[src/rtl/ahb_tg_pkg.sv]
// Shared encodings and the address-derived data pattern for the AHB traffic generator.
package ahb_tg_pkg;

    localparam logic [1:0] HTRANS_IDLE   = 2'b00;
    localparam logic [1:0] HTRANS_NONSEQ = 2'b10;

    typedef enum logic [1:0] {
        MODE_WRITE = 2'd0,
        MODE_READ  = 2'd1,
        MODE_WR_RB = 2'd2,
        MODE_RSVD  = 2'd3
    } mode_e;

    typedef enum logic [2:0] {
        ST_IDLE,
        ST_ADDR,
        ST_DATA,
        ST_GAP,
        ST_DONE
    } state_e;

    // Seed XOR address, both zero-extended to 64 bits and then masked down to
    // the bus width, so callers of any width just truncate the result.
    function automatic logic [63:0] pattern(input logic [63:0] seed,
                                            input logic [63:0] addr,
                                            input int unsigned width);
        logic [63:0] mask;
        mask = (width >= 64) ? '1 : ((64'd1 << width) - 64'd1);
        return (seed ^ addr) & mask;
    endfunction

endpackage

[src/rtl/ahb_apb_traffic_gen.sv]
// AHB-Lite master that issues single NONSEQ transfers from base_addr in write,
// read-check or write-then-readback mode and counts read mismatches / ERRORs.
module ahb_apb_traffic_gen
    import ahb_tg_pkg::*;
#(
    parameter int          ADDR_W = 32,
    parameter int          DATA_W = 32,
    parameter int          CNT_W  = 8,
    parameter int          GAP    = 0,
    parameter logic [31:0] SEED   = 32'hA5A5_0000
) (
    input  logic              hclk,
    input  logic              hreset_n,
    input  logic              start,
    input  logic [1:0]        mode,
    input  logic [ADDR_W-1:0] base_addr,
    input  logic [CNT_W-1:0]  num_trans,
    output logic [ADDR_W-1:0] haddr,
    output logic [1:0]        htrans,
    output logic              hwrite,
    output logic [2:0]        hsize,
    output logic [DATA_W-1:0] hwdata,
    input  logic [DATA_W-1:0] hrdata,
    input  logic              hready,
    input  logic              hresp,
    output logic              busy,
    output logic              done,
    output logic              pass,
    output logic [CNT_W-1:0]  err_cnt
);

    localparam int                BYTES     = DATA_W / 8;
    localparam logic [2:0]        HSIZE     = 3'($clog2(BYTES));
    localparam logic [ADDR_W-1:0] ADDR_STEP = ADDR_W'(BYTES);
    localparam logic [3:0]        GAP_LOAD  = (GAP > 0) ? 4'(GAP - 1) : 4'd0;
    localparam logic [CNT_W-1:0]  CNT_ONE   = CNT_W'(1);
    localparam logic [CNT_W-1:0]  CNT_MAX   = '1;

    state_e            state, state_nxt;
    mode_e             mode_q;
    logic [ADDR_W-1:0] base_q;
    logic [CNT_W-1:0]  num_q;
    logic [CNT_W-1:0]  idx;
    logic              rd_pass;
    logic [3:0]        gap_cnt;
    logic [DATA_W-1:0] pat;
    logic              xfer_done, last_xfer, more_pass, mismatch;
    logic [CNT_W-1:0]  err_nxt;
    logic [1:0]        htrans_nxt;
    logic              busy_nxt, done_nxt;

    assign hsize     = HSIZE;
    // haddr is held through the data phase, so it names the pattern both when
    // loading write data and when checking read data.
    assign pat       = DATA_W'(pattern(64'(SEED), 64'(haddr), DATA_W));
    assign xfer_done = (state == ST_DATA) && hready;
    assign last_xfer = (idx == num_q - CNT_ONE);
    assign more_pass = (mode_q == MODE_WR_RB) && !rd_pass;
    assign mismatch  = !hwrite && (hrdata != pat);

    // Saturating error count for the transfer completing this cycle.
    always_comb begin
        err_nxt = err_cnt;
        if (xfer_done && (hresp || mismatch) && (err_cnt != CNT_MAX))
            err_nxt = err_cnt + CNT_ONE;
    end

    // State register.
    always_ff @(posedge hclk or negedge hreset_n) begin
        // NOTE: sequential state uses non-blocking assignments so every register
        // samples pre-edge values regardless of block ordering.
        if (!hreset_n) state <= ST_IDLE;
        else           state <= state_nxt;
    end

    // Next-state logic.
    always_comb begin
        // NOTE: default first so no path through the case leaves state_nxt
        // unassigned, which would infer a latch.
        state_nxt = state;
        case (state)
            ST_IDLE: if (start) state_nxt = (num_trans == '0) ? ST_DONE : ST_ADDR;
            ST_ADDR: if (hready) state_nxt = ST_DATA;
            ST_DATA: if (hready) begin
                if (last_xfer && !more_pass) state_nxt = ST_DONE;
                else if (GAP > 0)            state_nxt = ST_GAP;
                else                         state_nxt = ST_ADDR;
            end
            ST_GAP:  if (gap_cnt == '0) state_nxt = ST_ADDR;
            ST_DONE: state_nxt = ST_IDLE;
            default: state_nxt = ST_IDLE;
        endcase
    end

    // Output decode from the next state; registered below so outputs are glitch-free.
    always_comb begin
        htrans_nxt = (state_nxt == ST_ADDR) ? HTRANS_NONSEQ : HTRANS_IDLE;
        busy_nxt   = state_nxt inside {ST_ADDR, ST_DATA, ST_GAP};
        done_nxt   = (state_nxt == ST_DONE);
    end

    // Bus outputs, transfer index, pass/error bookkeeping and gap counter.
    always_ff @(posedge hclk or negedge hreset_n) begin
        if (!hreset_n) begin
            haddr   <= '0;
            htrans  <= HTRANS_IDLE;
            hwrite  <= 1'b0;
            hwdata  <= '0;
            busy    <= 1'b0;
            done    <= 1'b0;
            pass    <= 1'b0;
            err_cnt <= '0;
            mode_q  <= MODE_WRITE;
            base_q  <= '0;
            num_q   <= '0;
            idx     <= '0;
            rd_pass <= 1'b0;
            gap_cnt <= '0;
        end else begin
            htrans <= htrans_nxt;
            busy   <= busy_nxt;
            done   <= done_nxt;

            if (state == ST_IDLE && start) begin
                err_cnt <= '0;
                if (num_trans == '0) begin
                    pass <= 1'b1;
                end else begin
                    mode_q  <= (mode_e'(mode) == MODE_RSVD) ? MODE_WRITE : mode_e'(mode);
                    base_q  <= base_addr;
                    num_q   <= num_trans;
                    idx     <= '0;
                    rd_pass <= 1'b0;
                    haddr   <= base_addr;
                    hwrite  <= (mode_e'(mode) != MODE_READ);
                end
            end

            if (state == ST_ADDR && hready && hwrite)
                hwdata <= pat;

            // Address advances only as the data phase retires, keeping haddr
            // stable for the read compare.
            if (xfer_done) begin
                err_cnt <= err_nxt;
                if (last_xfer) begin
                    if (more_pass) begin
                        idx     <= '0;
                        rd_pass <= 1'b1;
                        haddr   <= base_q;
                        hwrite  <= 1'b0;
                    end else begin
                        pass <= (err_nxt == '0);
                    end
                end else begin
                    idx   <= idx + CNT_ONE;
                    haddr <= haddr + ADDR_STEP;
                end
            end

            if (state_nxt == ST_GAP && state != ST_GAP)
                gap_cnt <= GAP_LOAD;
            else if (state == ST_GAP && gap_cnt != '0)
                gap_cnt <= gap_cnt - 4'd1;
        end
    end

endmodule

[config.mk]
export PLATFORM = sky130hd
export DESIGN_NAME = ahb_apb_traffic_gen
export DESIGN_NICKNAME = d
export VERILOG_FILES = /design/src/rtl/ahb_tg_pkg.sv /design/src/rtl/ahb_apb_traffic_gen.sv
export SDC_FILE = /design/constraint.sdc
export NUM_CORES = 1
export LEC_CHECK = 0
export BUFFER_PORTS_ARGS = -buffer_cell sky130_fd_sc_hd__buf_2
export CORE_MARGIN = 4
export CORE_UTILIZATION = 52
export DETAILED_ROUTE_END_ITERATION = 10
export HOLD_SLACK_MARGIN = 0.05
export PLACE_DENSITY = 0.88
export SLEW_MARGIN = 20
export SYNTH_ARGS = -nofsm -noshare
export SYNTH_HDL_FRONTEND = slang
export SYNTH_SLANG_ARGS = --single-unit
[constraint.sdc]
create_clock -name hclk -period 7.3 [get_ports hclk]
set_input_delay 0.365 -clock hclk [delete_from_list [all_inputs] [get_ports hclk]]
set_output_delay 0.365 -clock hclk [all_outputs]
set_load 0.01 [all_outputs]
After elaboration in Yosys (flattened, before gate mapping) --
Index checks and enable logic that the tools add are counted.
Storage, ports and cells: register bits after elaboration 136, latch bits 0, memory bits (writable) 0, memory bits (read-only) 0, memories 0
Cells by class: add/subtract/negate cells 5, multiply operators 0, div/mod/pow operators 0, magnitude comparators 0, equal/unequal tests 14, shifts and indexed selects 0, muxes and demuxes 39, bitwise operators 2, reduce and logical (&&, ||, !) cells 24
Operators with widths (count):
- two-way mux 32 bit | 5
- two-way mux 8 bit | 8
- adder 32 x 3 -> 32 bit (second input constant) | 1
- inequality test 32 bit | 1
- two-way mux 3 bit | 6
- adder 8 x 1 -> 8 bit (second input constant) | 2
- zero test 8 bit | 2
- two-way mux 1 bit | 15
- == test 3 x 2 -> 1 bit (second input constant) | 4
- case mux 3 bit (4 select lines) | 1
- logical AND 1 bit | 11
- == test 8 bit | 1
- two-way mux 4 bit | 2
- inequality test 8 bit (second input constant) | 1
- inverter 8 bit | 1
- subtractor 8 x 1 -> 8 bit (second input constant) | 1
- == test 3 x 1 -> 1 bit (second input constant) | 2
- == test 2 bit (second input constant) | 2
- zero test 4 bit | 1
- two-way mux 2 bit | 2
- nonzero test 2 bit | 2
- nonzero test 4 bit | 1
- subtractor 4 x 1 -> 4 bit (second input constant) | 1
- == test 3 bit (second input constant) | 1
- other kinds (8) | 10

Longest topological paths before layout --
Gate-level depths: netlist (run 1).
word-level depth 11, depth in mapped cells 10

Least setup slack after synthesis (run 1) --
Ideal clock, no wire load.
path type reg-to-reg, start point reg num_q[0], end point reg haddr[23], library setup time 0.126 ns, arrival 2.431 ns, slack 4.743 ns, cell stages (with the launch flop) 9, path through dfrtp_1 > or4_4 > or4b_1 > a21oi_2 > o22a_2 > nand2_2 > buf_6 > mux2i_1 > a221o_1
On the way: cells in the longest elaborated chain, start to end 4
Ends and longest elaborated chain:
- from (decl) | line ahb_apb_traffic_gen.sv:42 | logic [CNT_W-1:0] num_q;
- from (signal assigned) | line ahb_apb_traffic_gen.sv:131 | num_q <= num_trans;
- subtractor 8 x 1 -> 8 bit | line ahb_apb_traffic_gen.sv:57 | assign last_xfer = (idx == num_q - CNT_ONE);
- == test 8 bit | line ahb_apb_traffic_gen.sv:57
- two-way mux 32 bit | line ahb_apb_traffic_gen.sv:146 | if (last_xfer) begin
- two-way mux 32 bit | line ahb_apb_traffic_gen.sv:144 | if (xfer_done) begin
- to (signal assigned) | line ahb_apb_traffic_gen.sv:134 | haddr <= base_addr;
- to (signal assigned) | line ahb_apb_traffic_gen.sv:150 | haddr <= base_q;
- to (signal assigned) | line ahb_apb_traffic_gen.sv:157 | haddr <= haddr + ADDR_STEP;
- to (decl) | line ahb_apb_traffic_gen.sv:18 | output logic [ADDR_W-1:0] haddr,
Every way passes these cells. A chain may end at the register's enable or synchronous reset.

Worst setup path in the final report (run 1) --
start point reg num_q[0], end point reg haddr[13]
The elaborated chain is that of the path after synthesis.

==> flow_summary.json, run 1 <==
{
  "setup_viol": 0,
  "clock_sinks": 135,
  "placed_area_sq_mm": 0.00797,
  "via_count": 6485,
  "peakVddDrop_mv": 0.214,
  "crit_arrival_ns": 3.72,
  "fin_crit_sh_pct": 46.4,
  "coreArea_sq_mm": 0.0138,
  "slew_viol_final": 0,
  "drtAntennaViolNets": 0,
  "ctsLongestPathBuffers": 2,
  "synth_simple_gate_area_share_pct": 21.2,
  "netlist_instances": 803,
  "hold_slack_ns": 0.144,
  "io_pins": 160,
  "ys.flop_type": "dfrtp_1",
  "tns_ns": 0,
  "async_flop_share_pct": 100,
  "synth_edf_count": 0,
  "grt_overflow": 0,
  "gp_congestion": 0.924,
  "leakage_nw": 4.13,
  "post_cts_resized": 0,
  "p_per_area_mw_per_mm2": 423,
  "hold_buffers": 1,
  "area_growth_pct": 18.1,
  "dieHeight_microns": 126,
  "ys_ff_latch": 135,
  "yosys.area.top_type": "dfrtp_1",
  "synthXorXnorAreaFrac_pct": 7.09,
  "cts_tree": "built",
  "clock_skew_ns": 0.0107,
  "routed_via_density": 5.86,
  "drive_above_1_share_pct": 25.6,
  "n_antenna_cell": 0,
  "start_util_pct": 52.7,
  "yosysSeqAreaShare_pct": 46.3,
  "die_w_microns": 126,
  "fp-row-count": 43,
  "status": "finished clean",
  "endpoint_kind": "flip-flop",
  "max_cap_violations": 0,
  "clk-insertion-delay-late_ns": 0.43,
  "worstSetupPathType": "flip-flop to flip-flop",
  "cp_cell_sequence": "inv_1 -> ha_1 -> xnor2_1 -> nor4_1 -> a32o_1 -> nand3_1 -> o22ai_2 -> buf_4 -> a21oi_1 -> o211ai_1",
  "relSlewSlack_pct": 39.6,
  "rsz0062_at_grt": "no",
  "wl_microns": 19900,
  "synth-compound-area-share_pct": 13.7,
  "final_common_cell": "nand2_1",
  "drc": 0,
  "drt_iter0_drc": 737,
  "synth.mux.area_fraction_pct": 4.63,
  "path_clk_slew_ns": 0.07,
  "first_global_vias": 6368,
  "final_area_sq_mm": 0.00861,
  "critPathSlowestCell": "a32o_1",
  "finalCriticalPeriod_ns": 3.39,
  "hold_viol": 0,
  "grt_first_pass_wirelength_microns": 32100,
  "syn_area_sq_mm": 0.00729,
  "dr.pass1.iters": 5,
  "grt_use_total_pct": 25.2,
  "critPathBufInv": 2,
  "clock.fmax_mhz": 295,
  "worst_path_largest_cell_delay_ns": 0.60,
  "yosysUniqueCellTypes": 61,
  "cp.required_ns": 7.64,
  "avgSynthCellArea_sq_um": 9.08,
  "cts-htree-levels": 4,
  "hold_path_class": "primary input to flip-flop",
  "final_cell_mix": "191 x nand2_1, 154 x buf_2, 135 x dfrtp_1",
  "avgRoutedWirePerCell_microns": 18.0,
  "grt_max_degree": 70,
  "nets": 997,
  "synth_top_area_share_pct": 46.3,
  "numPortBuffers": 155,
  "yosysWarnings": 0,
  "dieArea_sq_mm": 0.0160,
  "antenna_found_initial": 0,
  "synth_top_family_by_area": "simple AND/OR/NAND/NOR gates",
  "synthAdderAreaFrac_pct": 0.858,
  "post-cts-setup-buffers": 0,
  "start_kind": "flip-flop",
  "place_hpwl_microns": 14000,
  "path_max_fanout": 17,
  "root_buffer": "clkbuf_16",
  "synth.area.top_cells": "dfrtp_1 46%, nand2_1 9.8%, xnor2_1 4.6%, mux2_2 3.4%, buf_4 3.0%",
  "path_delay_family": "compound AO/OA/AOI/OAI gates",
  "numCtsBuffers": 17,
  "tightest_slew_ns": 0.899
}
-- per-stage QoR --
stage / util, % / power (mW) / worst slack (ns) / cells
5_1_grt: 62.3 / 3.85 / 3.74 / 1106
3_3_place_gp: 57.7 / 2.67 / 3.97 / 1072
4_1_cts: 62.2 / 3.64 / 3.96 / 1105
2_1_floorplan: - / 2.32 / 4.74 / 805
3_5_place_dp: 57.7 / 2.74 / 3.86 / 1072
6_report: 62.3 / 3.64 / 3.91 / 1106
-- cell type report --
type / instances / area, sq um
Tap cell: 180 / 225
Timing Repair Buffer: 164 / 860
Inverter: 11 / 41.3
Multi-Input combinational cell: 584 / 3490
Clock inverter: 14 / 174
Sequential cell: 135 / 3380
Fill cell: 1113 / 5220
Clock buffer: 18 / 439
-- synthesized netlist by cell type (4+ instances only) --
master / instances
nor4_1: 10
buf_1: 5
o21ai_0: 42
nor2_1: 30
nor3_1: 11
a21oi_1: 24
clkbuf_1: 33
o211ai_1: 9
xnor2_1: 38
nand2b_1: 4
and2_1: 5
a21o_1: 5
buf_2: 7
a31oi_1: 6
o21a_1: 4
xor2_1: 21
mux2i_1: 6
mux2_2: 22
a32oi_1: 7
or3_1: 5
a211oi_1: 8
nand2_1: 191
nand3b_1: 5
buf_4: 29
nand3_1: 34
inv_1: 11
ha_1: 5
a22oi_1: 8
nor2b_1: 4
and3_1: 6
a21boi_0: 10
dfrtp_1: 135
nand4_1: 17
-- registers in the layout, summed over array words and instances (netlist names) --
signal / count
hwdata: 32
htrans: 1
err_cnt: 8
busy: 1
pass: 1
haddr: 32
gap_cnt: 4
rd_pass: 1
num_q: 8
done: 1
mode_q: 2
idx: 8
hwrite: 1
base_q: 32
state: 3
-- routing by layer --
metal / track usage, % / part of all wire (%) / up-vias
met5: 0 / 0 / -
met4: 11.4 / 4.1 / 0
met3: 6.61 / 8.2 / 63
met2: 40.5 / 47 / 319
met1: 32.0 / 40 / 3129
li1: - / - / 2974
-- worst reg2reg max path: stages (launching register included) --
cell and delay, ns:
dfrtp_1 0.41, inv_1 0.09, ha_1 0.30, xnor2_1 0.14
nor4_1 0.38, a32o_1 0.60, nand3_1 0.17, o22ai_2 0.58
buf_4 0.35, a21oi_1 0.09, o211ai_1 0.20
-- cells by family (layout without fill, tap and decap cells) --
logic type               Yosys count  in the layout
adder cells (fa/ha/maj)            5              5
other                              2              4
multiplexers                      30             30
AO/OA/AOI/OAI                    149            149
XOR/XNOR                          59             59
buffers and inverters             86            207
AND/OR/NAND/NOR                  337            337
flip-flops                       135            135
-- report_power, final --
part	switching (mW)	total (mW)	internal, mW
sequential	0.390	1.44	1.05
clock	0.340	0.888	0.548
combinational	0.729	1.31	0.578
-- worst paths after layout --
path                                        start                     end  slack, ns  cells after the start
min                                 base_addr[21]  base_q[21]$_DFFE_PN0P_       0.14                      3
min reg2reg                base_q[19]$_DFFE_PN0P_  base_q[19]$_DFFE_PN0P_       0.47                      2
max                          num_q[0]$_DFFE_PN0P_     haddr[13]$_DFF_PN0_       3.91                     10
min in group asynchronous                hreset_n   hwdata[8]$_DFFE_PN0P_       0.50                      2
max in group asynchronous                hreset_n    num_q[7]$_DFFE_PN0P_       5.48                      3
max reg2reg                  num_q[0]$_DFFE_PN0P_     haddr[13]$_DFF_PN0_       3.91                     10
No activity file was read; power rests on OpenSTA's default activity.
==> inputs of run 2 (changes only) <==
- ABC_AREA: default -> 1
- clock period: 7.3 -> 3.4 ns (I/O delays scaled with it)
==> flow_summary.json, run 2 <==
{
  "synth.area.top_cells": "dfrtp_1 45%, nand2_1 15%, o21ai_0 5.4%, inv_1 4.5%, xor2_1 4.3%",
  "cp_cell_sequence": "inv_2 -> ha_1 -> nand3_1 -> nor3_1 -> xor2_1 -> nor3_2 -> nand2_4 -> nand2_2 -> nand3_4 -> o21ai_0 -> inv_1 -> nand2_1",
  "synth_top_family_by_area": "simple AND/OR/NAND/NOR gates",
  "reg_top3": "base_q (32), haddr (32), hwdata (32)",
  "synth_simple_gate_area_share_pct": 25.7,
  "slew_viol_final": 0,
  "drt_iter0_drc": 627,
  "avgRoutedWirePerCell_microns": 15.5,
  "ys_top_cells_by_count": "292 x nand2_1, 135 x dfrtp_1, 91 x inv_1, 81 x o21ai_0, 54 x nor2_1",
  "worstHoldPathCells": 4,
  "synth_top_area_share_pct": 45.0,
  "path_max_fanout": 28,
  "rsz0062_at_grt": "no",
  "drtAntennaViolNets": 0,
  "r2r_slack_ns": 0.65,
  "numCtsBuffers": 17,
  "final_cell_mix": "291 x nand2_1, 154 x buf_2, 135 x dfrtp_1",
  "synthXorXnorAreaFrac_pct": 6.88,
  "routed_via_density": 5.40,
  "grt_max_degree": 118,
  "peakVddDrop_mv": 0.585,
  "p_total_mw": 7.87,
  "finalCriticalPeriod_ns": 2.75,
  "yosys.area.top_type": "dfrtp_1",
  "tightest_slew_ns": 1.01,
  "status": "finished clean",
  "path_clk_slew_ns": 0.06,
  "area_growth_pct": 23.9,
  "die_w_microns": 128,
  "gp_congestion": 0.889,
  "start_kind": "flip-flop",
  "dr.pass1.iters": 5,
  "grt_overflow": 0,
  "wl_microns": 20300,
  "synthAdderAreaFrac_pct": 0.833,
  "dieHeight_microns": 128,
  "dieArea_sq_mm": 0.0164,
  "tns_ns": 0,
  "io_pins": 160,
  "hold_buffers": 42,
  "p_per_area_mw_per_mm2": 846,
  "antenna_found_initial": 0,
  "setup_viol": 0,
  "via_count": 7053,
  "synth.mux.area_fraction_pct": 0.150,
  "ctsLongestPathBuffers": 2,
  "placed_area_sq_mm": 0.00822,
  "yosysSeqAreaShare_pct": 45.0,
  "max_cap_violations": 0,
  "drive_above_1_share_pct": 21.0,
  "synth-compound-area-share_pct": 11.3,
  "clk-insertion-delay-late_ns": 0.42,
  "avgSynthCellArea_sq_um": 7.94,
  "drc": 0,
  "worstSetupPathType": "flip-flop to flip-flop",
  "holdPathEnd": "mode_q[1]$_DFFE_PN0P_",
  "hold_viol": 0,
  "netlist_instances": 946,
  "coreArea_sq_mm": 0.0140,
  "fill_cells": 1104,
  "post_cts_resized": 0,
  "grt_first_pass_wirelength_microns": 33500,
  "fp-row-count": 43,
  "clock_sinks": 135,
  "post-cts-setup-buffers": 0,
  "clock.fmax_mhz": 363,
  "nets": 1198,
  "yosysUniqueCellTypes": 50,
  "yosys.cell_count.top_type": "nand2_1",
  "hp-start": "mode[0]",
  "fin_crit_sh_pct": 81.0,
  "async_flop_share_pct": 100,
  "final_area_sq_mm": 0.00930,
  "syn_area_sq_mm": 0.00751,
  "crit_arrival_ns": 3.11,
  "grt_use_total_pct": 25.4,
  "first_global_vias": 6900,
  "ys.flop_type": "dfrtp_1",
  "cts-htree-levels": 4,
  "start_util_pct": 53.7,
  "worst_path_largest_cell_delay_ns": 0.38,
  "root_buffer": "clkbuf_16",
  "hold_path_class": "primary input to flip-flop",
  "place_hpwl_microns": 14100,
  "r2r-start": "num_q[0]$_DFFE_PN0P_",
  "cp.required_ns": 3.76,
  "leakage_nw": 4.69,
  "r2r_cells": 12,
  "endpoint_kind": "flip-flop",
  "yosysWarnings": 0,
  "numPortBuffers": 155,
  "relSlewSlack_pct": 32.2,
  "clock_skew_ns": 0.00585,
  "critPathSlowestCell": "dfrtp_1",
  "r2r_end": "haddr[25]$_DFF_PN0_",
  "ys_ff_latch": 135,
  "synth_edf_count": 0,
  "n_antenna_cell": 0,
  "cts_tree": "built",
  "final_common_cell": "nand2_1"
}
==> run 2: cell count changes after synthesis, moves of 16 or more <==
cell       change
nand2_1      +101
inv_1         +80
o21ai_0       +39
nor2_1        +24
mux2_2        -21
clkbuf_1      -20
a21oi_1       -16
o2111ai_1     +16
xnor2_1       -16
xor2_1        +16
==> run 2: worst max-delay path by stage <==
stage / to / cells after the start / startpoint
after detailed placement: haddr[25]$_DFF_PN0_ / 12 / num_q[0]$_DFFE_PN0P_
after CTS: haddr[25]$_DFF_PN0_ / 12 / num_q[0]$_DFFE_PN0P_
after global routing: haddr[25]$_DFF_PN0_ / 12 / num_q[0]$_DFFE_PN0P_
after floorplan: haddr[13]$_DFF_PN0_ / 13 / num_q[0]$_DFFE_PN0P_
after global placement: haddr[25]$_DFF_PN0_ / 12 / num_q[0]$_DFFE_PN0P_
final: haddr[25]$_DFF_PN0_ / 12 / num_q[0]$_DFFE_PN0P_
==> run 2: critical path: cells and delay by family, from the launching register on <==
kind / cells / cell delay, ns
AND/OR/NAND/NOR: 7 / 1.54
flip-flops: 1 / 0.38
AO/OA/AOI/OAI: 1 / 0.29
adder cells (fa/ha/maj): 1 / 0.19
buffers and inverters: 2 / 0.17
XOR/XNOR: 1 / 0.11
==> run 2: logic make-up (layout without fill, tap and decap cells) <==
family                   count (synthesis)  after routing
AND/OR/NAND/NOR                        442            442
buffers and inverters                  160            338
AO/OA/AOI/OAI                          142            142
flip-flops                             135            135
XOR/XNOR                                59             59
adder cells (fa/ha/maj)                  5              5
other                                    2              4
multiplexers                             1              1
==> run 2: cell type report <==
cell class | count | area [sq um] | share of cell area (%)
clock inverter | 13 | 229 | 2.46
tap | 180 | 225 | 2.42
sequential | 135 | 3380 | 36.3
multi-input combinational | 653 | 3400 | 36.5
inverter | 106 | 412 | 4.42
clock buffer | 18 | 429 | 4.61
timing repair buffer | 201 | 1230 | 13.3
==> run 2: metal layers <==
metal  track usage [%]  vias up  routed length (microns)
met5                 0        -                        0
li1                  -     3368                        -
met2              40.8      306                     9680
met1              34.0     3332                     8550
met4              10.0        0                      546
met3              4.96       47                     1520
==> run 2: where the power goes <==
part           internal, mW  switching, mW
clock network          1.37          0.697
registers              2.25          0.615
logic                  1.11           1.83
==> run 2: metrics by stage <==
stage	hold WS [ns]	util, %	std cells	setup WS [ns]
after global routing	0.0730	66.5	1306	0.362
after floorplan	-0.126	-	948	1.37
after detailed placement	0.397	58.8	1233	0.711
final	0.0687	66.5	1306	0.645
after CTS	0.0549	66.5	1306	0.688
after global placement	0.394	58.8	1233	0.826
